===== src/rtl/cpu_pkg.sv =====
// Shared Pipeline_CPU definitions: instruction encodings and the fetch-stage state type.
package cpu_pkg;

    localparam logic [31:0] NOP_INSTR = 32'd0;

    localparam logic [5:0] OP_R_TYPE = 6'b000000;
    localparam logic [5:0] OP_ADDI   = 6'b010011;
    localparam logic [5:0] OP_BEQ    = 6'b011001;
    localparam logic [5:0] OP_LW     = 6'b011000;
    localparam logic [5:0] OP_SW     = 6'b101000;

    localparam logic [5:0] FUNCT_ADD = 6'b100000;
    localparam logic [5:0] FUNCT_SUB = 6'b100010;
    localparam logic [5:0] FUNCT_AND = 6'b100100;
    localparam logic [5:0] FUNCT_OR  = 6'b100101;
    localparam logic [5:0] FUNCT_SLT = 6'b101010;

    typedef enum logic [1:0] {
        ST_RUN    = 2'd0,
        ST_DRAIN  = 2'd1,
        ST_HALTED = 2'd2
    } fetch_state_t;

    // An all-zero word in instruction memory marks the end of the program.
    function automatic logic is_end_word(input logic [31:0] instr);
        return instr == NOP_INSTR;
    endfunction

endpackage


===== src/rtl/sat_counter.sv =====
// Performance counter that sticks at all-ones instead of wrapping.
module sat_counter #(
    parameter int CNT_WIDTH = 16
) (
    input  logic                 clk_i,
    input  logic                 rst_n,
    input  logic                 inc_i,
    output logic [CNT_WIDTH-1:0] cnt_o
);

    logic [CNT_WIDTH-1:0] r_cnt;

    always_ff @(posedge clk_i or negedge rst_n) begin
        if (!rst_n) begin
            r_cnt <= '0;
        end else if (inc_i && (r_cnt != '1)) begin
            r_cnt <= r_cnt + CNT_WIDTH'(1);
        end
    end

    assign cnt_o = r_cnt;

endmodule


===== src/rtl/fetch_stage.sv =====
// IF stage: PC register, instruction-memory addressing, IF/ID register and end-of-program drain/halt.
module fetch_stage
    import cpu_pkg::*;
#(
    parameter int                  PC_WIDTH     = 32,
    parameter logic [PC_WIDTH-1:0] RESET_PC     = '0,
    parameter int                  DRAIN_CYCLES = 4,
    parameter int                  CNT_WIDTH    = 16
) (
    input  logic                 clk_i,
    input  logic                 rst_n,
    input  logic                 stall_i,
    input  logic                 redirect_i,
    input  logic [PC_WIDTH-1:0]  redirect_pc_i,
    output logic [PC_WIDTH-1:0]  imem_addr_o,
    input  logic [31:0]          imem_instr_i,
    output logic [31:0]          ifid_instr_o,
    output logic [PC_WIDTH-1:0]  ifid_pc4_o,
    output logic                 ifid_valid_o,
    output logic                 halt_o,
    output logic [CNT_WIDTH-1:0] fetch_cnt_o,
    output logic [CNT_WIDTH-1:0] stall_cnt_o,
    output logic [CNT_WIDTH-1:0] flush_cnt_o
);

    localparam int                 DRAIN_W    = (DRAIN_CYCLES > 1) ? $clog2(DRAIN_CYCLES) : 1;
    localparam logic [DRAIN_W-1:0] DRAIN_LOAD = DRAIN_W'(DRAIN_CYCLES - 1);

    fetch_state_t         r_state;
    logic [PC_WIDTH-1:0]  r_pc;
    logic [31:0]          r_ifid_instr;
    logic [PC_WIDTH-1:0]  r_ifid_pc4;
    logic                 r_ifid_valid;
    logic                 r_halt;
    logic [DRAIN_W-1:0]   r_drain;

    logic [PC_WIDTH-1:0]  w_pc4;
    logic                 w_run;
    logic                 w_take_redirect;
    logic                 w_stall;
    logic                 w_fetch;

    assign w_pc4           = r_pc + PC_WIDTH'(4);
    assign w_run           = (r_state == ST_RUN);
    assign w_take_redirect = redirect_i && (w_run || (r_state == ST_DRAIN));
    // Stall only counts when it actually holds the pipe: a redirect overrides it.
    assign w_stall         = w_run && stall_i && !redirect_i;
    assign w_fetch         = w_run && !redirect_i && !stall_i && !is_end_word(imem_instr_i);

    always_ff @(posedge clk_i or negedge rst_n) begin
        if (!rst_n) begin
            r_state      <= ST_RUN;
            r_pc         <= RESET_PC;
            r_ifid_instr <= NOP_INSTR;
            r_ifid_pc4   <= '0;
            r_ifid_valid <= 1'b0;
            r_halt       <= 1'b0;
            r_drain      <= '0;
        end else begin
            case (r_state)
                ST_RUN: begin
                    if (redirect_i) begin
                        r_pc         <= redirect_pc_i;
                        r_ifid_instr <= NOP_INSTR;
                        r_ifid_valid <= 1'b0;
                    end else if (!stall_i) begin
                        if (is_end_word(imem_instr_i)) begin
                            r_ifid_instr <= NOP_INSTR;
                            r_ifid_valid <= 1'b0;
                            r_drain      <= DRAIN_LOAD;
                            r_state      <= ST_DRAIN;
                        end else begin
                            r_ifid_instr <= imem_instr_i;
                            r_ifid_pc4   <= w_pc4;
                            r_ifid_valid <= 1'b1;
                            r_pc         <= w_pc4;
                        end
                    end
                end
                // IF/ID already holds a bubble; keep issuing it until ID..WB are empty.
                ST_DRAIN: begin
                    if (redirect_i) begin
                        r_pc    <= redirect_pc_i;
                        r_state <= ST_RUN;
                    end else if (r_drain == '0) begin
                        r_halt  <= 1'b1;
                        r_state <= ST_HALTED;
                    end else begin
                        r_drain <= r_drain - DRAIN_W'(1);
                    end
                end
                default: ;
            endcase
        end
    end

    assign imem_addr_o  = r_pc;
    assign ifid_instr_o = r_ifid_instr;
    assign ifid_pc4_o   = r_ifid_pc4;
    assign ifid_valid_o = r_ifid_valid;
    assign halt_o       = r_halt;

    sat_counter #(.CNT_WIDTH(CNT_WIDTH)) u_fetch_cnt (
        .clk_i (clk_i),
        .rst_n (rst_n),
        .inc_i (w_fetch),
        .cnt_o (fetch_cnt_o)
    );

    sat_counter #(.CNT_WIDTH(CNT_WIDTH)) u_stall_cnt (
        .clk_i (clk_i),
        .rst_n (rst_n),
        .inc_i (w_stall),
        .cnt_o (stall_cnt_o)
    );

    sat_counter #(.CNT_WIDTH(CNT_WIDTH)) u_flush_cnt (
        .clk_i (clk_i),
        .rst_n (rst_n),
        .inc_i (w_take_redirect),
        .cnt_o (flush_cnt_o)
    );

endmodule


===== config.mk =====
export PLATFORM = sky130hd
export DESIGN_NAME = fetch_stage
export DESIGN_NICKNAME = d
export VERILOG_FILES = /design/src/rtl/cpu_pkg.sv /design/src/rtl/sat_counter.sv /design/src/rtl/fetch_stage.sv
export SDC_FILE = /design/constraint.sdc
export NUM_CORES = 1
export LEC_CHECK = 0
export ABC_CLOCK_PERIOD_IN_PS = 2750
export CAP_MARGIN = 20
export CELL_PAD_IN_SITES_DETAIL_PLACEMENT = 0
export CELL_PAD_IN_SITES_GLOBAL_PLACEMENT = 1
export CORE_ASPECT_RATIO = 1.1
export CORE_UTILIZATION = 39
export DETAILED_ROUTE_END_ITERATION = 16
export HOLD_SLACK_MARGIN = 0.15
export PLACE_DENSITY_LB_ADDON = 0.1
export SLEW_MARGIN = 20
export SYNTH_ARGS = -nofsm -noshare
export SYNTH_HDL_FRONTEND = slang
export SYNTH_SLANG_ARGS = --single-unit

===== constraint.sdc =====
create_clock -name clk_i -period 2.75 [get_ports clk_i]
set_input_delay 0.6875 -clock clk_i [delete_from_list [all_inputs] [get_ports clk_i]]
set_output_delay 0.6875 -clock clk_i [all_outputs]
set_load 0.01 [all_outputs]

---- Word level (Yosys, flattened, before mapping) ----
Cells that the tools add are included.
word-level totals
  bits of input ports ..................... 68
  word-level logic and storage cells ...... 78
  output and inout bits ................... 146
  flip-flop bits (word level) ............. 150
cells by class
  mux-type cells .......................... 23
  reduce and logical (&&, ||, !) cells .... 23
  bitwise logic cells ..................... 3
  eq/ne operators ......................... 14
  $add $sub $neg .......................... 5
operators with widths
  operator                                                                  count
  32-bit 2-to-1 mux                                                         7
  32-bit one-hot mux with 2 select lines                                    1
  16-bit by 1-bit adder with 16-bit output (second input constant)          3
  16-bit inequality test (second input constant)                            3
  32-bit by 3-bit adder with 32-bit output (second input constant)          1
  32-bit logical NOT                                                        1
  2-bit 2-to-1 mux                                                          10
  2-bit inequality test (second input constant)                             5
  1-bit logical AND                                                         9
  2-bit one-hot mux with 2 select lines                                     2
  4-bit AND reduction                                                       2
  3-bit inequality test (second input constant)                             2
  6-bit AND reduction                                                       1
  5-bit AND reduction                                                       1
  2-bit logical NOT                                                         2
  2-bit by 1-bit inequality test with 1-bit output (second input constant)  2
  1-bit logical NOT                                                         3
  1-bit 2-to-1 mux                                                          3
  3-bit by 2-bit inequality test with 1-bit output (second input constant)  1
  1-bit NOT                                                                 3
  3-bit AND reduction                                                       1
  2-bit by 1-bit == test with 1-bit output (second input constant)          1
  2-bit AND reduction                                                       1
  2-bit nonzero test                                                        1
  other kinds (2)                                                           2

---- Longest topological paths before layout ----
Gate-level depths: netlist of run 1.
  depth after elaboration ................. 5
  mapped depth ............................ 8
  depth with buffers taken out ............ 6

---- Hierarchy ----
A second synthesis of run 1 with hierarchy kept.
second synthesis, totals
  cells, all modules ...................... 714
  area, all modules ....................... 7,569.8 µm²
by module, submodules not included
  module       area each (µm²)  sequential area each (µm²)  cells each  instances
  fetch_stage  4,991.0          2,552.4                     498         1
  sat_counter  859.6            400.4                       72          3

---- Least setup slack after synthesis of run 1 ----
No wires, ideal clock.
  path type ............................... input -> register
  start point ............................. in imem_instr_i[27]
  end point ............................... reg u_fetch_cnt.r_cnt[1], in the netlist u_fetch_cnt.cnt_o[1]
  required time ........................... 2.622 ns
  stages on the path ...................... 6
  slack ................................... 0.644 ns
  buffers on the path ..................... 1
  arrival time ............................ 1.978 ns
  cells stage by stage .................... nor4_1 -> nand4_1 -> o21ai_1 -> buf_2 -> nor2_1 -> mux2_1
on the way
  word-level cells in the longest chain between the ends .. 4
ends and longest elaborated chain
  element                 RTL line           RTL
  start: declaration      fetch_stage.sv:16  input logic [31:0] imem_instr_i,
  32-bit logical NOT      cpu_pkg.sv:26      return instr == NOP_INSTR;
  1-bit logical NOT       fetch_stage.sv:48  assign w_fetch = w_run && !redirect_i && !stall_i && !is_end_word(imem_instr_i);
  1-bit logical AND       fetch_stage.sv:48
  1-bit logical AND       sat_counter.sv:16  end else if (inc_i && (r_cnt != '1)) begin
  end signal: assignment  sat_counter.sv:17  r_cnt <= r_cnt + CNT_WIDTH'(1);
  end: declaration        sat_counter.sv:11  logic [CNT_WIDTH-1:0] r_cnt;
No other way between the ends.
A chain may end at the register's enable or synchronous reset.

---- Worst setup path in the final report of run 1 ----
  start point ............................. in imem_instr_i[0]
  end point ............................... reg r_pc[17], in the netlist imem_addr_o[17]
on the way
  word-level cells in the longest chain between the ends .. 3
ends and longest elaborated chain
  element                          RTL line           RTL
  32-bit logical NOT               cpu_pkg.sv:26
  3-bit inequality test (no line)  n/a
  4-bit AND reduction (no line)    n/a
  end signal: assignment           fetch_stage.sv:63  r_pc <= redirect_pc_i;
  end signal: assignment           fetch_stage.sv:76  r_pc <= w_pc4;
  end signal: assignment           fetch_stage.sv:83  r_pc <= redirect_pc_i;
  end: declaration                 fetch_stage.sv:30  logic [PC_WIDTH-1:0] r_pc;
No other way between the ends.

==> summary.txt, run 1 <==
Layout
  • Layout cells sized above 1: 0.103
  • Post-route insts no fill: 1198
  • Final core occ: 0.575
  • Ant diodes: 0
  • Fill cells: 1609
  • Final instance area: 10600 sq um
  • Final #Nets: 1015
  • Synth-to-layout area growth: 44.5%

Setup path
  • Crit path launch type: primary input
  • Highest-delay cell along the critical path: nor4_1
  • Max FO, Critical Path: 8
  • Critical path origin: imem_instr_i[0]
  • Delay-heaviest family, CP: simple AND/OR/NAND/NOR gates
  • Max incr delay on CP: 0.48 ns
  • Crit path to: imem_addr_o[17]
  • Reg2Reg Depth: 7
  • Critical path depth: 8
  • CP arrival: 2.74 ns
  • CP dominant cell by count: buf_4
  • Kind of critical path: in -> reg
  • WP buf/inv: 3
  • Reg2reg setup slack: 0.56 ns
  • CP Data Required Time: 3.03 ns
  • Worst path cell trace: clkdlybuf4s50_1 > nor4_1 > nand4_1 > o21ai_2 > buf_4 > and2_1 > buf_4 > o221ai_1
  • Critical Path End Type: register
  • Reg2reg end: ifid_pc4_o[30]
  • Reg-to-reg critical path startpoint: imem_addr_o[3]

Drt
  • Drt total wl: 20900 microns
  • Vias per Instance: 5.41
  • DRT iter0 DRCs: 319
  • Final ANT Viol Nets: 0
  • Total iterations of the first detailed-routing run: 5
  • DRC Markers: 0
  • DR vias: 6476
  • DR WL/cell: 17.4 microns

Timing
  • Clock Skew: 0.00923 ns
  • Final setup viols: 0
  • Relative slew margins: 0.602
  • Final Critical Period: 2.47 ns
  • Final Hold Viols: 0
  • RSZ-0062 raised after global routing: false
  • Final period utilization: 0.897
  • Worst-Margin Slew: 0.592 ns
  • Count of pins over their slew limit: 0
  • Max Fclk: 405 MHz
  • PnR worst setup slack: 0.284 ns
  • Sum Neg Setup Slack: 0 ns

Clock network
  • Root Driver: clkbuf_16
  • CTS tree: yes
  • Clock Pin Slew Worst Setup and Hold Paths: 0.07 ns
  • Setup fix buffers added after clock tree synthesis: 0
  • Clk Latency, worst-skew pair: 0.42 ns
  • Maximum clock path buffer count: 2
  • CTS H-tree lvls: 4
  • CTS resizes: 0
  • Hold_buf cts: 0
  • CTS Buf Count: 17
  • Clock tree sinks: 150

Flow run
  • Max-Cap Viols: 0

Global routing
  • Vias in the first global route: 6369
  • Grt ovf: 0
  • Initial antenna violation count: 0
  • GRT Total Usage: 0.224
  • Pin count of the biggest net entering global routing: 58
  • First-pass GRT wire length: 34200 microns

Placed design
  • Final RePlAce weighted congestion: 0.870
  • Placement Cell Area: 9950 sq um
  • Setup Slack @ Placement: -0.141 ns
  • Post-DP HPWL: 15200 microns
  • Dpl cells: 1166
  • IO buf count: 213

Logic synthesis
  • Number of synthesized flops with an enable pin: 0
  • YS warnings: 0
  • Syn_nets: 788
  • Main synth FF type: dfrtp_1
  • Top cells by area, synth: dfrtp_1, xnor2_1, nand2_1
  • Netlist cell types: 61
  • Top-count cell post-synth: dfrtp_1
  • Post-Synthesis Cells: 715
  • Post-synth ARST share: 1.00
  • Mapped cell area: 7300 sq um
  • Number of synthesized register bits: 150
  • Syn_area_per_cell: 10.2 sq um
  • Seq/Total Area, Yosys: 0.514
  • Area leader, netlist: dfrtp_1
  • Top cells by count, synth: dfrtp_1, nand2_1, nor2_1, xnor2_1, nand3_1
  • Synth top area share: 0.514

Floorplan
  • Row cnt: 52
  • Die Height: 146 microns
  • DIE AREA: 19300 sq um
  • I/O pin cnt: 214
  • Initial Utilization: 0.398
  • Die X: 132 microns
  • Core area: 18300 sq um

Worst hold path
  • Hold WC Path Type: in -> async

Pwr
  • Pwr/cell area: 654 nW/um^2
  • Worst vdd ir: 0.454 mV
  • Pleak: 0.00449 uW

Outcome
  • Status: finished, final reports clean
power by group:
| part | switching (uW) | internal [uW] | leakage (uW) |
|---|---|---|---|
| Sequential | 387 | 2510 | 0.00190 |
| Clock | 953 | 1420 | 0.000286 |
| Combinational | 703 | 928 | 0.00230 |
state kept, by name, indices dropped and copies added, names as in the netlist:
register and count:
ifid_instr_o 32, ifid_pc4_o 32, imem_addr_o 32, u_fetch_cnt.cnt_o 16, u_flush_cnt.cnt_o 16, u_stall_cnt.cnt_o 16
r_drain 2, r_state 2, halt_o 1, ifid_valid_o 1
stage by stage:
step,hold slack [ns],power (uW)
finish,0.205,6910
global route,0.226,7250
CTS,0.199,6990
detailed placement,0.457,4580
global placement,0.444,4540
floorplan,0.392,3550
per-layer routing:
metal	GRT usage	up-vias	wire (microns)
li1	-	3072	-
met1	0.304	3160	9520
met2	0.358	218	9850
met3	0.0488	26	1140
met4	0.0695	0	363
met5	0	-	0
cell families (layout without fill, tap and decap cells):
| group | after synthesis | in the layout | synth area share |
|---|---|---|---|
| simple gates | 284 | 284 | 0.205 |
| flops | 150 | 150 | 0.514 |
| compound gates | 148 | 148 | 0.148 |
| xor+xnor | 67 | 67 | 0.0803 |
| buf+inv | 52 | 292 | 0.0310 |
| mux | 9 | 9 | 0.0137 |
| fa+ha+maj | 5 | 5 | 0.00856 |
final cells by class:
| cell class | instances | area (sq um) | area share |
|---|---|---|---|
| Timing Repair Buffer | 253 | 2510 | 0.238 |
| Clock buffer | 20 | 467 | 0.0442 |
| Tap cell | 243 | 304 | 0.0288 |
| Sequential cell | 150 | 3750 | 0.356 |
| Multi-Input combinational cell | 513 | 3350 | 0.318 |
| Inverter | 7 | 26.3 | 0.00249 |
| Clock inverter | 12 | 143 | 0.0135 |
worst min path at each step:
stage,start,to,cells after the start
floorplan,rst_n,halt_o,0
global placement,halt_o,halt_o,1
detailed placement,halt_o,halt_o,1
CTS,rst_n,ifid_instr_o[3],1
global route,rst_n,ifid_instr_o[3],1
finish,rst_n,ifid_instr_o[3],1
layout by cell type (no fill, tap or decap), drive strengths merged, types with 23 or more instances in the layout:
cell type	count
a22o	32
and3	23
buf	41
clkdlybuf4s50	212
dfrtp	150
nand2	87
nand3	39
nand4	35
nor2	44
o21ai	37
xnor2	38
xor2	29
Note: power is estimated with default switching activity, not from simulation.
==> run 2, diff against run 1 <==
--- a/config.mk
+++ b/config.mk
@@ -10,7 +10,8 @@
 export CELL_PAD_IN_SITES_DETAIL_PLACEMENT = 0
 export CELL_PAD_IN_SITES_GLOBAL_PLACEMENT = 1
 export CORE_ASPECT_RATIO = 1.1
-export CORE_UTILIZATION = 39
+export CORE_UTILIZATION = 40
+export CTS_BUF_LIST = sky130_fd_sc_hd__clkbuf_8
 export DETAILED_ROUTE_END_ITERATION = 16
 export HOLD_SLACK_MARGIN = 0.15
 export PLACE_DENSITY_LB_ADDON = 0.1
==> run 2 against run 1 <==
Wire length grew 2.4%. Global-route usage rose by 1.4 points. Largest power group unchanged. Register-to-register slack got worse by 0.21 ns.
==> summary.txt, run 2 (synthesized netlist as in run 1, its figures left out) <==
Outcome
  • Status: finished, final reports clean (unchanged)

Pwr
  • Power, Total: 6430 uW (was 6910 uW)
  • Worst vdd ir: 0.308 mV (was 0.454 mV)
  • Pwr/cell area: 618 nW/um^2 (was 654 nW/um^2)
  • Pleak: 0.00443 uW (was 0.00449 uW)

Floorplan
  • Die X: 131 microns (was 132 microns)
  • Initial Utilization: 0.410 (was 0.398)
  • Core area: 17800 sq um (was 18300 sq um)
  • I/O pin cnt: 214 (unchanged)
  • DIE AREA: 18800 sq um (was 19300 sq um)
  • Die Height: 144 microns (was 146 microns)
  • Row cnt: 51 (was 52)

Clock network
  • CTS resizes: 0 (unchanged)
  • CTS tree: yes (unchanged)
  • CTS H-tree lvls: 4 (unchanged)
  • Clock tree sinks: 150 (unchanged)
  • Setup fix buffers added after clock tree synthesis: 0 (unchanged)
  • Clk Latency, worst-skew pair: 0.46 ns (was 0.42 ns)
  • Maximum clock path buffer count: 2 (unchanged)
  • Clock Pin Slew Worst Setup and Hold Paths: 0.09 ns (was 0.07 ns)
  • Hold_buf cts: 0 (unchanged)
  • Root Driver: clkbuf_8 (was clkbuf_16)
  • CTS Buf Count: 17 (unchanged)

Timing
  • Fin Hold WS: 0.201 ns (was 0.205 ns)
  • Max Fclk: 405 MHz (about the same)
  • RSZ-0062 raised after global routing: false (unchanged)
  • Final Hold Viols: 0 (unchanged)
  • Final Critical Period: 2.47 ns (about the same)
  • Final period utilization: 0.899 (was 0.897)
  • Final setup viols: 0 (unchanged)
  • Clock Skew: 0.0129 ns (was 0.00923 ns)
  • Count of pins over their slew limit: 0 (unchanged)
  • Worst-Margin Slew: 0.748 ns (was 0.592 ns)
  • PnR worst setup slack: 0.278 ns (was 0.284 ns)
  • Relative slew margins: 0.497 (was 0.602)

Setup path
  • Crit path launch type: primary input (unchanged)
  • Max FO, Critical Path: 16 (was 8)
  • Highest-delay cell along the critical path: clkdlybuf4s50_1 (was nor4_1)
  • Worst path cell trace: clkdlybuf4s50_1 > nor4_1 > buf_4 > nand4_1 > o21ai_2 > buf_12 > and2_1 > buf_12 > o221ai_1 (was clkdlybuf4s50_1 > nor4_1 > nand4_1 > o21ai_2 > buf_4 > and2_1 > buf_4 > o221ai_1)
  • CP arrival: 2.79 ns (was 2.74 ns)
  • CP dominant cell by count: buf_12 (was buf_4)
  • Critical Path End Type: register (unchanged)
  • Max incr delay on CP: 0.44 ns (was 0.48 ns)
  • CP Data Required Time: 3.07 ns (was 3.03 ns)
  • Kind of critical path: in -> reg (unchanged)
  • Reg2reg setup slack: 0.35 ns (was 0.56 ns)

Layout
  • Final #Nets: 1013 (was 1015)
  • Ant diodes: 0 (unchanged)
  • Layout cells sized above 1: 0.0998 (was 0.103)
  • Commonest non-fill, non-tap cell in the layout: clkdlybuf4s50_1 (unchanged)
  • Final instance area: 10400 sq um (was 10600 sq um)
  • Most frequent cells in the layout: clkdlybuf4s50_1, dfrtp_1, nand2_1, nor2_1, xnor2_1 (unchanged)
  • Synth-to-layout area growth: 42.4% (was 44.5%)

Placed design
  • Final RePlAce weighted congestion: 0.866 (was 0.870)
  • IO buf count: 213 (unchanged)
  • Post-DP HPWL: 15300 microns (was 15200 microns)
  • Setup Slack @ Placement: -0.180 ns (was -0.141 ns)
  • Placement Cell Area: 9960 sq um (was 9950 sq um)

Global routing
  • First-pass GRT wire length: 34200 microns (about the same)
  • GRT Total Usage: 0.238 (was 0.224)
  • Initial antenna violation count: 0 (unchanged)
  • Pin count of the biggest net entering global routing: 62 (was 58)
  • Grt ovf: 0 (unchanged)
  • Vias in the first global route: 6492 (was 6369)

Flow run
  • Max-Cap Viols: 0 (unchanged)

Drt
  • Vias per Instance: 5.48 (was 5.41)
  • DRT iter0 DRCs: 380 (was 319)
  • Final ANT Viol Nets: 0 (unchanged)
  • DRC Markers: 0 (unchanged)
  • Drt total wl: 21400 microns (was 20900 microns)
  • DR vias: 6523 (was 6476)
  • DR WL/cell: 18.0 microns (was 17.4 microns)
  • Total iterations of the first detailed-routing run: 4 (was 5)

Worst hold path
  • Hold WC Path Type: in -> async (unchanged)
-- run 2: cell count changes in the layout (fill, tap and decap cells not counted), sizes merged --
cell	previous run	this run
buf	41	39
bufinv	2	4
clkbuf	20	19
clkinv	3	5
clkinvlp	4	2
inv	10	8
-- run 2: worst max-delay path: cells and delay by family --
kind,cells,cell delay [ns]
and+or+nand+nor,3,0.73
AOI/OAI and AO/OA,2,0.40
buffers and inverters,4,0.97
-- run 2: final timing paths --
check | start | endpoint | cells after the start
setup / recovery | imem_instr_i[16] | imem_addr_o[17] | 9
max in group asynchronous | rst_n | u_fetch_cnt.cnt_o[7] | 2
setup reg to reg | imem_addr_o[2] | imem_addr_o[20] | 6
hold reg to reg | halt_o | halt_o | 1
hold / removal | rst_n | ifid_instr_o[7] | 1
min in group clk_i | halt_o | halt_o | 1
-- run 2: where the power goes --
group / total (uW) / internal [uW] / switching [uW]
logic: 1620 / 930 / 692
registers: 2910 / 2510 / 405
clock network: 1890 / 1030 / 862
total: 6430 / 4470 / 1960
-- run 2: layer usage --
metal / GRT usage / wire [microns] / up-vias
met5: 0 / 0 / -
met4: 0.0901 / 465 / 0
met3: 0.0402 / 864 / 31
met2: 0.410 / 10900 / 201
met1: 0.296 / 9130 / 3230
li1: - / - / 3061
-- run 2: area by class of cell --
| type | instances | area [sq um] |
|---|---|---|
| clock buffer | 19 | 262 |
| sequential | 150 | 3750 |
| inverter | 7 | 26.3 |
| fill | 1502 | 7400 |
| tap | 238 | 298 |
| multi-input combinational | 513 | 3350 |
| timing repair buffer | 251 | 2530 |
| clock inverter | 12 | 176 |
-- run 2: metrics by stage --
step                      cells   util  setup TNS, ns
after floorplan             715      -              0
after CTS                  1190  0.584              0
after global routing       1190  0.584              0
final                      1190  0.584              0
after detailed placement   1159  0.560          -3.61
after global placement     1159  0.560          -3.96
